`src/rtl/bat_register_bank.sv`:
```
// Eight-register bank driven by one-hot controller strobes: A/B exposed to the ALU,
// and every update of OUT (reg 7) queued into a small first-word-fall-through FIFO.
module bat_register_bank #(
  parameter int WIDTH      = 8,
  parameter int FIFO_DEPTH = 4
) (
  input  logic             CLK,
  input  logic             RST,
  input  logic [7:0]       REGS_INC,
  input  logic [7:0]       REGS_RW,
  input  logic [7:0]       REGS_EN,
  input  logic [WIDTH-1:0] BUS_IN,
  output logic [WIDTH-1:0] BUS_OUT,
  output logic             BUS_DRIVE,
  output logic             BUS_CONFLICT,
  output logic [WIDTH-1:0] REG_A,
  output logic [WIDTH-1:0] REG_B,
  output logic [WIDTH-1:0] OUT_DATA,
  output logic             OUT_VALID,
  input  logic             OUT_READY,
  output logic             OUT_OVERFLOW
);

  localparam int AW = $clog2(FIFO_DEPTH);

  logic [WIDTH-1:0] regs_q [8];
  logic [WIDTH-1:0] regs_d [8];
  logic [7:0]       rd_sel;
  logic [7:0]       wr_sel;
  logic [7:0]       inc_sel;

  assign rd_sel  = REGS_EN & REGS_RW;
  assign wr_sel  = REGS_EN & ~REGS_RW;
  assign inc_sel = REGS_INC & ~REGS_RW;

  // Lowest-index reader wins the bus; iterate downward so it is assigned last.
  always_comb begin
    BUS_OUT = '0;
    for (int i = 7; i >= 0; i--) begin
      if (rd_sel[i]) BUS_OUT = regs_q[i];
    end
  end

  assign BUS_DRIVE    = |rd_sel;
  assign BUS_CONFLICT = |(rd_sel & (rd_sel - 8'd1));

  genvar gi;
  generate
    for (gi = 0; gi < 8; gi++) begin : g_reg
      // A bus write takes precedence over an increment in the same cycle.
      always_comb begin
        regs_d[gi] = regs_q[gi];
        if (wr_sel[gi])       regs_d[gi] = BUS_IN;
        else if (inc_sel[gi]) regs_d[gi] = regs_q[gi] + WIDTH'(1);
      end

      always_ff @(posedge CLK) begin
        if (!RST) regs_q[gi] <= '0;
        else      regs_q[gi] <= regs_d[gi];
      end
    end
  endgenerate

  assign REG_A = regs_q[0];
  assign REG_B = regs_q[1];

  // OUT queue
  logic [WIDTH-1:0] mem_q [FIFO_DEPTH];
  logic [AW:0]      wr_ptr_q, wr_ptr_d;
  logic [AW:0]      rd_ptr_q, rd_ptr_d;
  logic [WIDTH-1:0] out_data_q, out_data_d;
  logic             overflow_q;
  logic             push, push_eff, pop, full, empty;

  assign empty    = (wr_ptr_q == rd_ptr_q);
  assign full     = (wr_ptr_q[AW] != rd_ptr_q[AW]) &&
                    (wr_ptr_q[AW-1:0] == rd_ptr_q[AW-1:0]);
  assign push     = wr_sel[7] | inc_sel[7];
  assign pop      = ~empty & OUT_READY;
  assign push_eff = push & (~full | pop);
  assign wr_ptr_d = wr_ptr_q + (AW+1)'(push_eff);
  assign rd_ptr_d = rd_ptr_q + (AW+1)'(pop);

  // Next head: the freshly pushed word only when it lands in the head slot.
  always_comb begin
    out_data_d = '0;
    if (wr_ptr_d != rd_ptr_d) begin
      if (push_eff && (wr_ptr_q[AW-1:0] == rd_ptr_d[AW-1:0])) out_data_d = regs_d[7];
      else                                                    out_data_d = mem_q[rd_ptr_d[AW-1:0]];
    end
  end

  always_ff @(posedge CLK) begin
    if (push_eff) mem_q[wr_ptr_q[AW-1:0]] <= regs_d[7];
  end

  always_ff @(posedge CLK) begin
    if (!RST) begin
      wr_ptr_q   <= '0;
      rd_ptr_q   <= '0;
      out_data_q <= '0;
      overflow_q <= 1'b0;
    end else begin
      wr_ptr_q   <= wr_ptr_d;
      rd_ptr_q   <= rd_ptr_d;
      out_data_q <= out_data_d;
      if (push && full && !pop) overflow_q <= 1'b1;
    end
  end

  assign OUT_DATA     = out_data_q;
  assign OUT_VALID    = ~empty;
  assign OUT_OVERFLOW = overflow_q;

endmodule

```
`config.mk`:
```
export PLATFORM = sky130hd
export DESIGN_NAME = bat_register_bank
export DESIGN_NICKNAME = d
export VERILOG_FILES = /design/src/rtl/bat_register_bank.sv
export SDC_FILE = /design/constraint.sdc
export NUM_CORES = 1
export LEC_CHECK = 0
export BUFFER_PORTS_ARGS = -buffer_cell sky130_fd_sc_hd__buf_4
export CAP_MARGIN = 15
export CORE_UTILIZATION = 60
export DETAILED_ROUTE_END_ITERATION = 12
export GPL_TIMING_DRIVEN = 0
export HOLD_SLACK_MARGIN = 0.12
export PLACE_DENSITY = 0.81
export SETUP_SLACK_MARGIN = 0.2
export SLEW_MARGIN = 20
export SYNTH_ARGS = -nofsm -noshare
export SYNTH_HDL_FRONTEND = slang
export SYNTH_SLANG_ARGS = --single-unit
```
`constraint.sdc`:
```
create_clock -name CLK -period 3.6 [get_ports CLK]
set_input_delay 0 -clock CLK [delete_from_list [all_inputs] [get_ports CLK]]
set_output_delay 0 -clock CLK [all_outputs]
set_load 0.02 [all_outputs]
```
==> metrics.md, run 1 <==
| Metric | Value |
|---|---|
| DR pass1 iterations | `8` |
| Static leakage | `between 2 and 3 nW` |
| Yosys reg bits | `roughly 110` |
| Synth Warn # | `0` |
| GRT Residual Overflow | `0` |
| Run status | `finished clean` |
| DRC | `0` |
| Syn Nets | `774` |
| Hold Crit Class | `in2reg` |
| Antenna violations before repair | `0` |
| Sw frac | `between 30% and 40%` |
| Diodes inserted | `0` |
| Achievable Freq | `0.334 GHz` |
| Root Driver | `clkbuf_8` |
| Clk pin slew, worst setup/hold paths | `0.12 ns` |
| TritonCTS Buffers | `9` |
| Crit share post-route | `83.2%` |
| Post-synthesis cell count | `727` |
| Crit path DAT | `3.25 ns` |
| Critical path launch point type | `flop` |
| Initial DRC count | `between 600 and 700` |
| Largest net degree at the start of global routing | `24` |
| Global-route wire length before repair | `29700 microns` |
| IO buf count | `59` |
| RSZ-0062 raised after global routing | `no` |
| Sequential power share | `a little under half` |
| CP endpoint kind | `flop` |
| TritonCTS clock tree | `built` |
| Die Ht | `106 microns` |
| Final net count | `862` |
| Sequential share of the synthesized area | `39.2%` |
| Worst slew margin | `between 40 and 50%` |
| Drt total wl | `roughly 19000 microns` |
| Net Switching | `1.08 mW` |
| Synth top cells by count | `dfxtp_1, nor2_1, o21ai_0` |
| Vias | `6151` |
| Distinct cells, synth | `between 60 and 70` |
| R2R setup slack | `about 0.61 ns` |
| Crit-path max FO | `10` |
| CTS Buffer Depth | `2` |
| Synth Cell Area | `0.00649 sq mm` |
| Layout cells sized above 1 | `15.6%` |
| Worst ir drop on vdd | `236 uV` |
| Most common cell in the netlist | `dfxtp_1` |
| Min cycle time layout | `2.99 ns` |
| P_int | `2.05 mW` |
| Final hold violation count | `0` |
| Row cnt | `37` |
| DIE WIDTH | `about 110 microns` |
| Async set-reset flop share out of synthesis | `0%` |
| Io pins | `71` |
| Comb power frac | `27.3%` |
| Drt wl/cell | `19.9 microns` |
| Worst-skew pair later-pin latency | `0.39 ns` |
| Max-Cap Viols | `0` |
| Final ANT Viol Nets | `0` |
| Synth area leaders | `dfxtp_1, edfxtp_1, o21ai_0` |
| Power per Cell Area | `around 420 mW/mm^2` |
| Hold Slack | `0.134 ns` |
| Setup TNS Final | `0 ns` |
| RD Place Congestion | `around 1.1` |
| Clock Skews | `approximately 0.018 ns` |
| Vias/cell | `6.43` |
| Critical Path RT | `3.85 ns` |
| Setup Buffers After CTS | `0` |
| Clock share of power | `about a quarter` |
| H-tree depth | `3` |
| Total die area | `0.0112 sq mm` |
| Fill count | `around 800` |
| Num Clock Sinks | `111` |
| Post-layout util | `72.1%` |
| Worst-Margin Slew | `0.788 ns` |
| # setup viols final | `0` |
| Post-Syn Area per Cell | `8.93 sq um` |
| Number of synthesized flops with an enable pin | `32` |
| Hpwl dp | `13700 microns` |
| Synth area leader | `dfxtp_1` |
| Critical path class | `reg2reg` |
| Core Area | `roughly 0.010 sq mm` |
| Vias in the first global route | `between 5000 and 6000` |
| GRT Util Overall | `34.4%` |
| Initial Util | `62.3%` |
| Top FF cell, synth | `dfxtp_1` |
| Area growth, synth to finish | `15.6%` |
| Post-synth top area share | `24.4%` |
| Max Slew Vio Count | `0` |
## per-stage QoR
step | setup slack (ns) | cell area (sq um) | std cells | total power, mW
final | 0.605 | 7510 | 956 | 3.13
after global routing | 0.392 | 7510 | 956 | 3.26
after CTS | 0.613 | 7510 | 956 | 3.12
after detailed placement | 0.648 | 7110 | 922 | 2.32
after global placement | 0.805 | 7110 | 922 | 2.29
after floorplan | 1.20 | 6490 | 727 | 2.04
## kinds of logic after synthesis
logic type / Yosys count / share of synthesized area [%]
buf+inv: 80 / 5.84
xor+xnor: 26 / 3.51
compound gates: 227 / 24.5
mux: 16 / 4.03
simple gates: 254 / 20.5
fa+ha+maj: 13 / 2.47
flops: 111 / 39.2
## cell usage in the layout (no fill, tap or decap), types with 18 or more instances in the layout
cell / count
xnor2_1: 19
a21oi_1: 40
and2_1: 33
nor2_1: 73
nor2b_1: 18
nand2_1: 42
clkbuf_1: 43
dlygate4sd3_1: 18
dfxtp_1: 79
buf_4: 75
o21ai_0: 61
edfxtp_1: 32
a22oi_1: 24
## sequential cells by signal, summed over array words and instances (netlist names)
| register | cells |
|---|---|
| rd_ptr_q | 3 |
| OUT_OVERFLOW | 1 |
| wr_ptr_q | 3 |
| mem_q | 32 |
| OUT_DATA | 8 |
| regs_q | 64 |
## area by class of cell
cell class                      instances  area, sq um  share of cell area (%)
Inverter                               15         56.3                   0.750
Sequential cell                       111         2540                    33.9
Tap cell                              136          170                    2.27
Multi-Input combinational cell        536         3580                    47.6
Clock inverter                          7         91.3                    1.22
Buffer                                 65          323                    4.30
Timing Repair Buffer                   77          623                    8.30
Clock buffer                            9          124                    1.65
## worst max-delay path: stages, from the launching register on
cell and delay [ns]:
dfxtp_1 0.41, xnor2_1 0.43, a31oi_1 0.17, ha_1 0.22, ha_1 0.31, clkbuf_1 0.52, xnor2_1 0.26, nand3_4 0.23
mux2i_1 0.25, nor2_1 0.07
## layer usage
metal | global-route usage, % | vias to the layer above | routed length [microns]
met5 | 0 | - | 0
met4 | 12.1 | 0 | 502
met3 | 5.64 | 48 | 1570
li1 | - | 2867 | -
met2 | 55.2 | 312 | 8910
met1 | 46.9 | 2924 | 8030
## power groups by stage
stage,clock [mW],combinational [mW],sequential [mW]
2_1_floorplan,0,0.533,1.50
3_3_place_gp,0,0.795,1.49
3_5_place_dp,0,0.825,1.50
4_1_cts,0.803,0.847,1.47
5_1_grt,0.851,0.922,1.48
6_report,0.805,0.854,1.47
## timing repair
| item | in CTS | in global routing |
|---|---|---|
| hold endpoints to repair | 29 | 0 |
| resized for setup | 0 | 0 |
| hold buffers | 18 | 0 |
## final timing paths
kind | from | to | cells past startpoint
worst max register to register | wr_ptr_q[0] | OUT_DATA[3] | 9
worst min register to register | OUT_OVERFLOW | OUT_OVERFLOW | 1
worst min-delay path | REGS_EN[4] | regs_q[1][7] | 4
worst max-delay path | wr_ptr_q[0] | OUT_DATA[3] | 9
Power figures use the tool's default switching activity.
==> run 2: changes to the inputs <==
--- a/config.mk
+++ b/config.mk
@@ -5,13 +5,14 @@
 export SDC_FILE = /design/constraint.sdc
 export NUM_CORES = 1
 export LEC_CHECK = 0
+export ABC_AREA = 1
 export BUFFER_PORTS_ARGS = -buffer_cell sky130_fd_sc_hd__buf_4
 export CAP_MARGIN = 15
-export CORE_UTILIZATION = 60
+export CORE_UTILIZATION = 59
 export DETAILED_ROUTE_END_ITERATION = 12
 export GPL_TIMING_DRIVEN = 0
 export HOLD_SLACK_MARGIN = 0.12
-export PLACE_DENSITY = 0.81
+export PLACE_DENSITY = 0.8
 export SETUP_SLACK_MARGIN = 0.2
 export SLEW_MARGIN = 20
 export SYNTH_ARGS = -nofsm -noshare
==> constraint.sdc (replaced) <==
create_clock -name CLK -period 3 [get_ports CLK]
set_input_delay 0 -clock CLK [delete_from_list [all_inputs] [get_ports CLK]]
set_output_delay 0 -clock CLK [all_outputs]
set_load 0.02 [all_outputs]
==> run 2 against run 1 <==
  * Sequential power increased by 21%
  * Clock power increased by 11%
  * Area after synthesis increased by 1.2%
  * Design area increased by 5.2%
  * Register-to-register slack got worse by 0.16 ns
  * Global-route usage increased by 0.13 points
  * First-iteration DRC count decreased by 15%
  * Routed wire length increased by 0.14%
  * Total power increased by 26%
  * Critical endpoint is now OUT_DATA[7]
==> metrics.md, run 2 <==
| Metric | Value |
|---|---|
| Worst slew margin | `42.7% (-4.7 points)` |
| Area growth, synth to finish | `20.2%` |
| Largest register FFs | `64 (unchanged)` |
| Critical path class | `reg2reg` |
| Worst-skew pair later-pin latency | `0.40 ns (about the same)` |
| Synth area leader | `dfxtp_1` |
| Row cnt | `38 (+2.7%)` |
| Distinct cells, synth | `44 (-34%)` |
| GRT Residual Overflow | `0 (unchanged)` |
| Drt wl/cell | `15.6 microns (-21%)` |
| Final hold violation count | `0 (unchanged)` |
| Synth Cell Area | `0.00657 sq mm (+1.2%)` |
| Hold Crit Class | `in2reg` |
| Layout cells sized above 1 | `12.1% (-3.5 points)` |
| RSZ-0062 raised after global routing | `no` |
| Top FF cell, synth | `dfxtp_1` |
| DR pass1 iterations | `5 (-3)` |
| Initial Util | `60.6% (-1.7 points)` |
| Synth area leaders | `dfxtp_1, nand2_1, edfxtp_1` |
| Final net count | `1118 (+30%)` |
| Async set-reset flop share out of synthesis | `0% (unchanged)` |
| Achievable Freq | `0.392 GHz (+17%)` |
| Post-route cell area | `0.00790 sq mm (+5.2%)` |
| Clock Skews | `0.0163 ns (-0.00208 ns)` |
| Total die area | `0.0116 sq mm (+2.8%)` |
| Worst-Margin Slew | `0.859 ns (+0.0710 ns)` |
| Antenna violations before repair | `0 (unchanged)` |
| Power, Total | `3.94 mW (+26%)` |
| Largest family of logic cells by synthesized area | `simple AND/OR/NAND/NOR gates` |
| Post-Synth Adder-Cell Area | `2.29% (-0.18 points)` |
| Commonest cells after routing, fill and taps aside | `nand2_1, inv_1, nor2_1` |
| Crit path DAT | `2.87 ns (-0.38 ns)` |
| Crit-path max FO | `10 (unchanged)` |
| Synth Area in XOR/XNOR | `2.27% (-1.2 points)` |
| TritonCTS Buffers | `9 (unchanged)` |
| IO buf count | `66 (+12%)` |
| H-tree depth | `3 (unchanged)` |
| Post-synth top area share | `24.1% (-0.29 points)` |
| Drt total wl | `19000 microns (+0.14%)` |
| Most common cell after layout, fill and taps aside | `nand2_1` |
| Critical path launch point type | `flop` |
| Compound-Gate Fraction of Synth Area | `16.5% (-8.0 points)` |
| DIE WIDTH | `108 microns (+1.4%)` |
| CP endpoint kind | `flop` |
| Reg with most FFs | `regs_q` |
| Num Clock Sinks | `111 (unchanged)` |
| Final ANT Viol Nets | `0 (unchanged)` |
| Final worst setup slack | `0.449 ns (-0.156 ns)` |
| Yosys reg bits | `111 (unchanged)` |
| Synth Warn # | `0 (unchanged)` |
| Syn Nets | `996 (+29%)` |
| CTS Buffer Depth | `2 (unchanged)` |
| Finished Layout Cells | `1216 (+27%)` |
| Largest net degree at the start of global routing | `21 (-13%)` |
| Io pins | `71 (unchanged)` |
| Critical Path RT | `3.32 ns (-0.53 ns)` |
| Crit share post-route | `85.0% (+1.8 points)` |
| Initial DRC count | `582 (-15%)` |
| Power per Cell Area | `499 mW/mm^2 (+20%)` |
| Number of synthesized flops with an enable pin | `32 (unchanged)` |
| Min cycle time layout | `2.55 ns (-0.444 ns)` |
| Clk pin slew, worst setup/hold paths | `0.12 ns (about the same)` |
| Global-route wire length before repair | `30500 microns (+2.9%)` |
| Setup TNS Final | `0 ns (unchanged)` |
| Diodes inserted | `0 (unchanged)` |
| Multiplexer share of the synthesized area | `0% (-4.0 points)` |
| Post-synthesis cell count | `949 (+31%)` |
| Sequential share of the synthesized area | `38.7% (-0.46 points)` |
| Static leakage | `3.50 nW (+20%)` |
| Run status | `finished clean` |
| Placed Area | `0.00726 sq mm (+2.0%)` |
| Root Driver | `clkbuf_8` |
| RD Place Congestion | `0.927 (-12%)` |
| Vias/cell | `5.70 (-11%)` |
| Worst ir drop on vdd | `427 uV (+81%)` |
| Most common cell in the netlist | `nand2_1` |
| Pre-CTS setup slack | `0.413 ns (-0.235 ns)` |
| Core Area | `0.0108 sq mm (+4.1%)` |
| Vias in the first global route | `6191 (+11%)` |
| Hpwl dp | `13400 microns (-2.1%)` |
| Post-Syn Area per Cell | `6.92 sq um (-22%)` |
| GRT Util Overall | `34.5% (+0.13 points)` |
| Synth Area in Simple Gates | `30.1% (+9.6 points)` |
| Synth top cells by count | `nand2_1, inv_1, nor2_1` |
| Vias | `6933 (+13%)` |
| Max-Cap Viols | `0 (unchanged)` |
| Die Ht | `108 microns (+1.4%)` |
| # setup viols final | `0 (unchanged)` |
| Inst Count DP | `1155 (+25%)` |
| Max Slew Vio Count | `0 (unchanged)` |
| TritonCTS clock tree | `built` |
| DRC | `0 (unchanged)` |
## run 2: cell type report
class                           instances  area [sq um]
Multi-Input combinational cell        685          3380
Fill cell                             906          2940
Sequential cell                       111          2540
Timing Repair Buffer                  111           946
Inverter                              116           435
Buffer                                 37           228
Tap cell                              140           175
Clock buffer                            9           124
Clock inverter                          7          61.3
## run 2: path summary, 6_finish.rpt
kind,startpoint,endpoint,slack [ns],cells past startpoint
max reg2reg,wr_ptr_q[1],OUT_DATA[7],0.45,14
min,REGS_RW[5],regs_q[1][15],0.15,6
min reg2reg,regs_q[1][15],regs_q[1][15],0.49,2
max,wr_ptr_q[1],OUT_DATA[7],0.45,14
## run 2: repair_timing
action / in CTS / in global routing
setup buffers: 0 / 0
hold buffers: 45 / 0
gates resized for setup: 0 / 3
hold endpoints to repair: 46 / 0
setup endpoints to repair: 0 / 5
## run 2: cells by family (layout without fill, tap and decap cells)
kind of cell | Yosys count | in the layout
xor gates and xnor gates | 17 | 17
DFF | 111 | 111
adders and majority gates | 12 | 12
and+or+nand+nor | 473 | 473
AOI/OAI and AO/OA | 183 | 183
buffers and inverters | 153 | 280
## run 2: routing by layer
| layer | up-vias | routed length, microns | global-route usage (%) |
|---|---|---|---|
| met4 | 0 | 578 | 13.5 |
| li1 | 3401 | - | - |
| met2 | 314 | 8750 | 55.2 |
| met5 | - | 0 | 0 |
| met3 | 53 | 1750 | 7.38 |
| met1 | 3165 | 7940 | 45.3 |
## run 2: through the flow
stage               util, %  hold WS (ns)
finish                 72.9         0.152
detailed placement     66.9         0.315
CTS                    72.8         0.132
global route           72.9         0.161
floorplan                 -         0.144
global placement       66.8         0.309
## run 2: worst max-delay path: stages (launching register included)
cell	delay [ns]
dfxtp_2	0.38
xor2_1	0.17
nor2_1	0.18
nand2_1	0.09
nand2_1	0.06
inv_1	0.04
ha_1	0.17
ha_1	0.33
buf_2	0.21
inv_1	0.22
o21ai_0	0.13
o22a_1	0.17
nand2_1	0.07
nand2_1	0.06
a21oi_1	0.17
## run 2: report_power, final
part,internal [mW],leakage [nW],switching [mW]
clock,0.321,0.0957,0.575
combinational,0.486,2.46,0.778
sequential,1.69,0.948,0.0983
==> run 3: changes to the inputs <==
--- a/config.mk
+++ b/config.mk
@@ -5,14 +5,15 @@
 export SDC_FILE = /design/constraint.sdc
 export NUM_CORES = 1
 export LEC_CHECK = 0
-export ABC_AREA = 1
+export ABC_AREA = 0
 export BUFFER_PORTS_ARGS = -buffer_cell sky130_fd_sc_hd__buf_4
 export CAP_MARGIN = 15
 export CORE_UTILIZATION = 59
 export DETAILED_ROUTE_END_ITERATION = 12
+export GPL_ROUTABILITY_DRIVEN = 0
 export GPL_TIMING_DRIVEN = 0
 export HOLD_SLACK_MARGIN = 0.12
-export PLACE_DENSITY = 0.8
+export PLACE_DENSITY_LB_ADDON = 0.1
 export SETUP_SLACK_MARGIN = 0.2
 export SLEW_MARGIN = 20
 export SYNTH_ARGS = -nofsm -noshare
==> run 3 against run 2 <==
  * Hold slack worse by 0.019 ns
  * Sequential share of layout area up 1.4 points
  * Die area fell by 1.2%
  * First-iteration DRC count increased by 29%
  * Highest routed layer unchanged
  * Total power fell by 5.5%
==> metrics.md, run 3 (synthesized netlist as in run 1, its figures left out) <==
| Metric | Value |
|---|---|
| Crit share post-route | `84.9% (-0.098 points)` |
| Max-Cap Viols | `0 (unchanged)` |
| Fill count | `789 (-13%)` |
| Crit path DAT | `2.84 ns (-0.03 ns)` |
| Setup Buffers After CTS | `0 (unchanged)` |
| Beginning of the worst hold path | `BUS_IN[1]` |
| # setup viols final | `0 (unchanged)` |
| Diodes inserted | `0 (unchanged)` |
| GRT Residual Overflow | `0 (unchanged)` |
| Largest net degree at the start of global routing | `20 (-4.8%)` |
| Power per Cell Area | `494 mW/mm^2 (-1.1%)` |
| DRC | `0 (unchanged)` |
| Placed Area | `0.00711 sq mm (-2.0%)` |
| IO buf count | `59 (-11%)` |
| Achievable Freq | `0.392 GHz (+0.12%)` |
| Io pins | `71 (unchanged)` |
| TritonCTS Buffers | `9 (unchanged)` |
| Root Driver | `clkbuf_8` |
| Critical path launch point type | `flop` |
| WHS Path Cells | `4 (-2)` |
| Hpwl dp | `13000 microns (-2.7%)` |
| Vias/cell | `6.43 (+13%)` |
| R2r startpoint | `wr_ptr_q[2]` |
| Die Ht | `107 microns (-0.58%)` |
| Drt wl/cell | `19.0 microns (+21%)` |
| CP endpoint kind | `flop` |
| Max Slew Vio Count | `0 (unchanged)` |
| Commonest cells after routing, fill and taps aside | `dfxtp_1, buf_4, nor2_1` |
| Drt total wl | `18200 microns (-4.2%)` |
| Final ANT Viol Nets | `0 (unchanged)` |
| Run status | `finished clean` |
| Global-route wire length before repair | `28700 microns (-5.9%)` |
| Worst ir drop on vdd | `470 uV (+10%)` |
| H-tree depth | `3 (unchanged)` |
| Vias in the first global route | `5777 (-6.7%)` |
| Reg2reg path depth | `9 (-5)` |
| Worst slew margin | `48.3% (+5.5 points)` |
| Post-layout util | `71.9% (-1.0 points)` |
| Worst-Margin Slew | `0.773 ns (-0.0858 ns)` |
| Row cnt | `37 (-2.6%)` |
| Vias | `6165 (-11%)` |
| Layout cells sized above 1 | `15.9% (+3.8 points)` |
| Crit-path max FO | `8 (-2)` |
| TritonCTS clock tree | `built` |
| Largest register FFs | `64 (unchanged)` |
| Most common cell after layout, fill and taps aside | `dfxtp_1` |
| CTS Buffer Depth | `2 (unchanged)` |
| Critical path class | `reg2reg` |
| RSZ-0062 raised after global routing | `no` |
| Worst hold endpoint | `regs_q[1][1]` |
| Total die area | `0.0114 sq mm (-1.2%)` |
| DIE WIDTH | `107 microns (-0.58%)` |
| Hold Crit Class | `in2reg` |
| Min cycle time layout | `2.55 ns (-0.00295 ns)` |
| Post-route cell area | `0.00755 sq mm (-4.4%)` |
| Critical Path RT | `3.29 ns (-0.03 ns)` |
| Final net count | `865 (-23%)` |
| Static leakage | `2.94 nW (-16%)` |
| Final hold violation count | `0 (unchanged)` |
| Area growth, synth to finish | `16.3%` |
| Reg with most FFs | `regs_q` |
| Worst R2R End | `OUT_DATA[7]` |
| Num Clock Sinks | `111 (unchanged)` |
| Clk pin slew, worst setup/hold paths | `0.11 ns (about the same)` |
| R2R setup slack | `0.45 ns (about the same)` |
| Core Area | `0.0105 sq mm (-3.1%)` |
| Initial Util | `61.8% (+1.2 points)` |
| Setup TNS Final | `0 ns (unchanged)` |
| Antenna violations before repair | `0 (unchanged)` |
| Initial DRC count | `752 (+29%)` |
| Worst-skew pair later-pin latency | `0.39 ns (about the same)` |
| GRT Util Overall | `32.8% (-1.6 points)` |
| DR pass1 iterations | `6 (+1)` |
| Clock Skews | `0.0112 ns (-0.00508 ns)` |
[run 3: cell count changes in the layout (fill, tap and decap cells not counted), moves of 24 or more]
cell	previous run	this run
dlygate4sd3_1	45	21
and2_1	1	33
nand2_1	270	42
clkbuf_1	9	42
nand3_1	61	8
inv_1	107	15
[run 3: where the power goes]
part           total [mW]  internal (mW)  leakage (nW)  switching [mW]
Clock               0.945          0.395        0.0958           0.550
Sequential           1.77           1.66         0.946           0.103
Combinational        1.02          0.460          1.90           0.557
Total                3.73           2.52          2.94            1.21
[run 3: timing repair]
action | CTS | global route
endpoints found under the setup margin | 8 | 8
hold endpoints to repair | 32 | 0
hold buffers | 21 | 0
pin swaps | 0 | 0
resized for setup | 2 | 3
[run 3: area by class of cell]
cell class	instances	area, sq um	area share [%]
Timing Repair Buffer	80	653	8.65
Tap cell	136	170	2.25
Clock inverter	7	77.6	1.03
Sequential cell	111	2540	33.7
Inverter	15	56.3	0.746
Multi-Input combinational cell	536	3600	47.7
Buffer	65	324	4.29
Clock buffer	9	124	1.64
[run 3: how the worst max path moves through the flow]
| stage | depth (start not counted) | to | slack, ns | startpoint |
|---|---|---|---|---|
| 2_1_floorplan | 9 | OUT_DATA[0] | 0.60 | wr_ptr_q[0] |
| 3_3_place_gp | 9 | OUT_DATA[7] | 0.21 | wr_ptr_q[1] |
| 3_5_place_dp | 9 | OUT_DATA[4] | 0.1 | wr_ptr_q[1] |
| 4_1_cts | 9 | OUT_DATA[4] | 0.29 | wr_ptr_q[0] |
| 5_1_grt | 9 | OUT_DATA[7] | 0.28 | wr_ptr_q[1] |
| 6_report | 9 | OUT_DATA[7] | 0.45 | wr_ptr_q[2] |
[run 3: metal layers]
layer	up-vias	part of all wire [%]	GRT usage, %	routed length, microns
met5	-	0	0	0
met4	0	4.9	18.7	892
met3	70	7.3	4.68	1340
met2	325	48	54.5	8680
met1	2905	40	41.0	7310
li1	2865	-	-	-
[run 3: worst max-delay path, stage by stage (launching register included)]
cell and delay (ns):
dfxtp_1 0.42, xor2_1 0.34, a41oi_4 0.21, ha_1 0.24, ha_1 0.18, xnor2_1 0.23, xnor2_1 0.14, o31ai_4 0.48
a21oi_1 0.08, o21a_1 0.12
[run 3: stage by stage]
step | power [mW] | instances | hold slack (ns) | setup slack (ns)
floorplan | 2.44 | 727 | 0.156 | 0.598
global placement | 2.73 | 922 | 0.332 | 0.210
detailed placement | 2.77 | 922 | 0.340 | 0.0959
CTS | 3.73 | 959 | 0.125 | 0.287
global route | 3.89 | 959 | 0.146 | 0.282
finish | 3.73 | 959 | 0.133 | 0.452
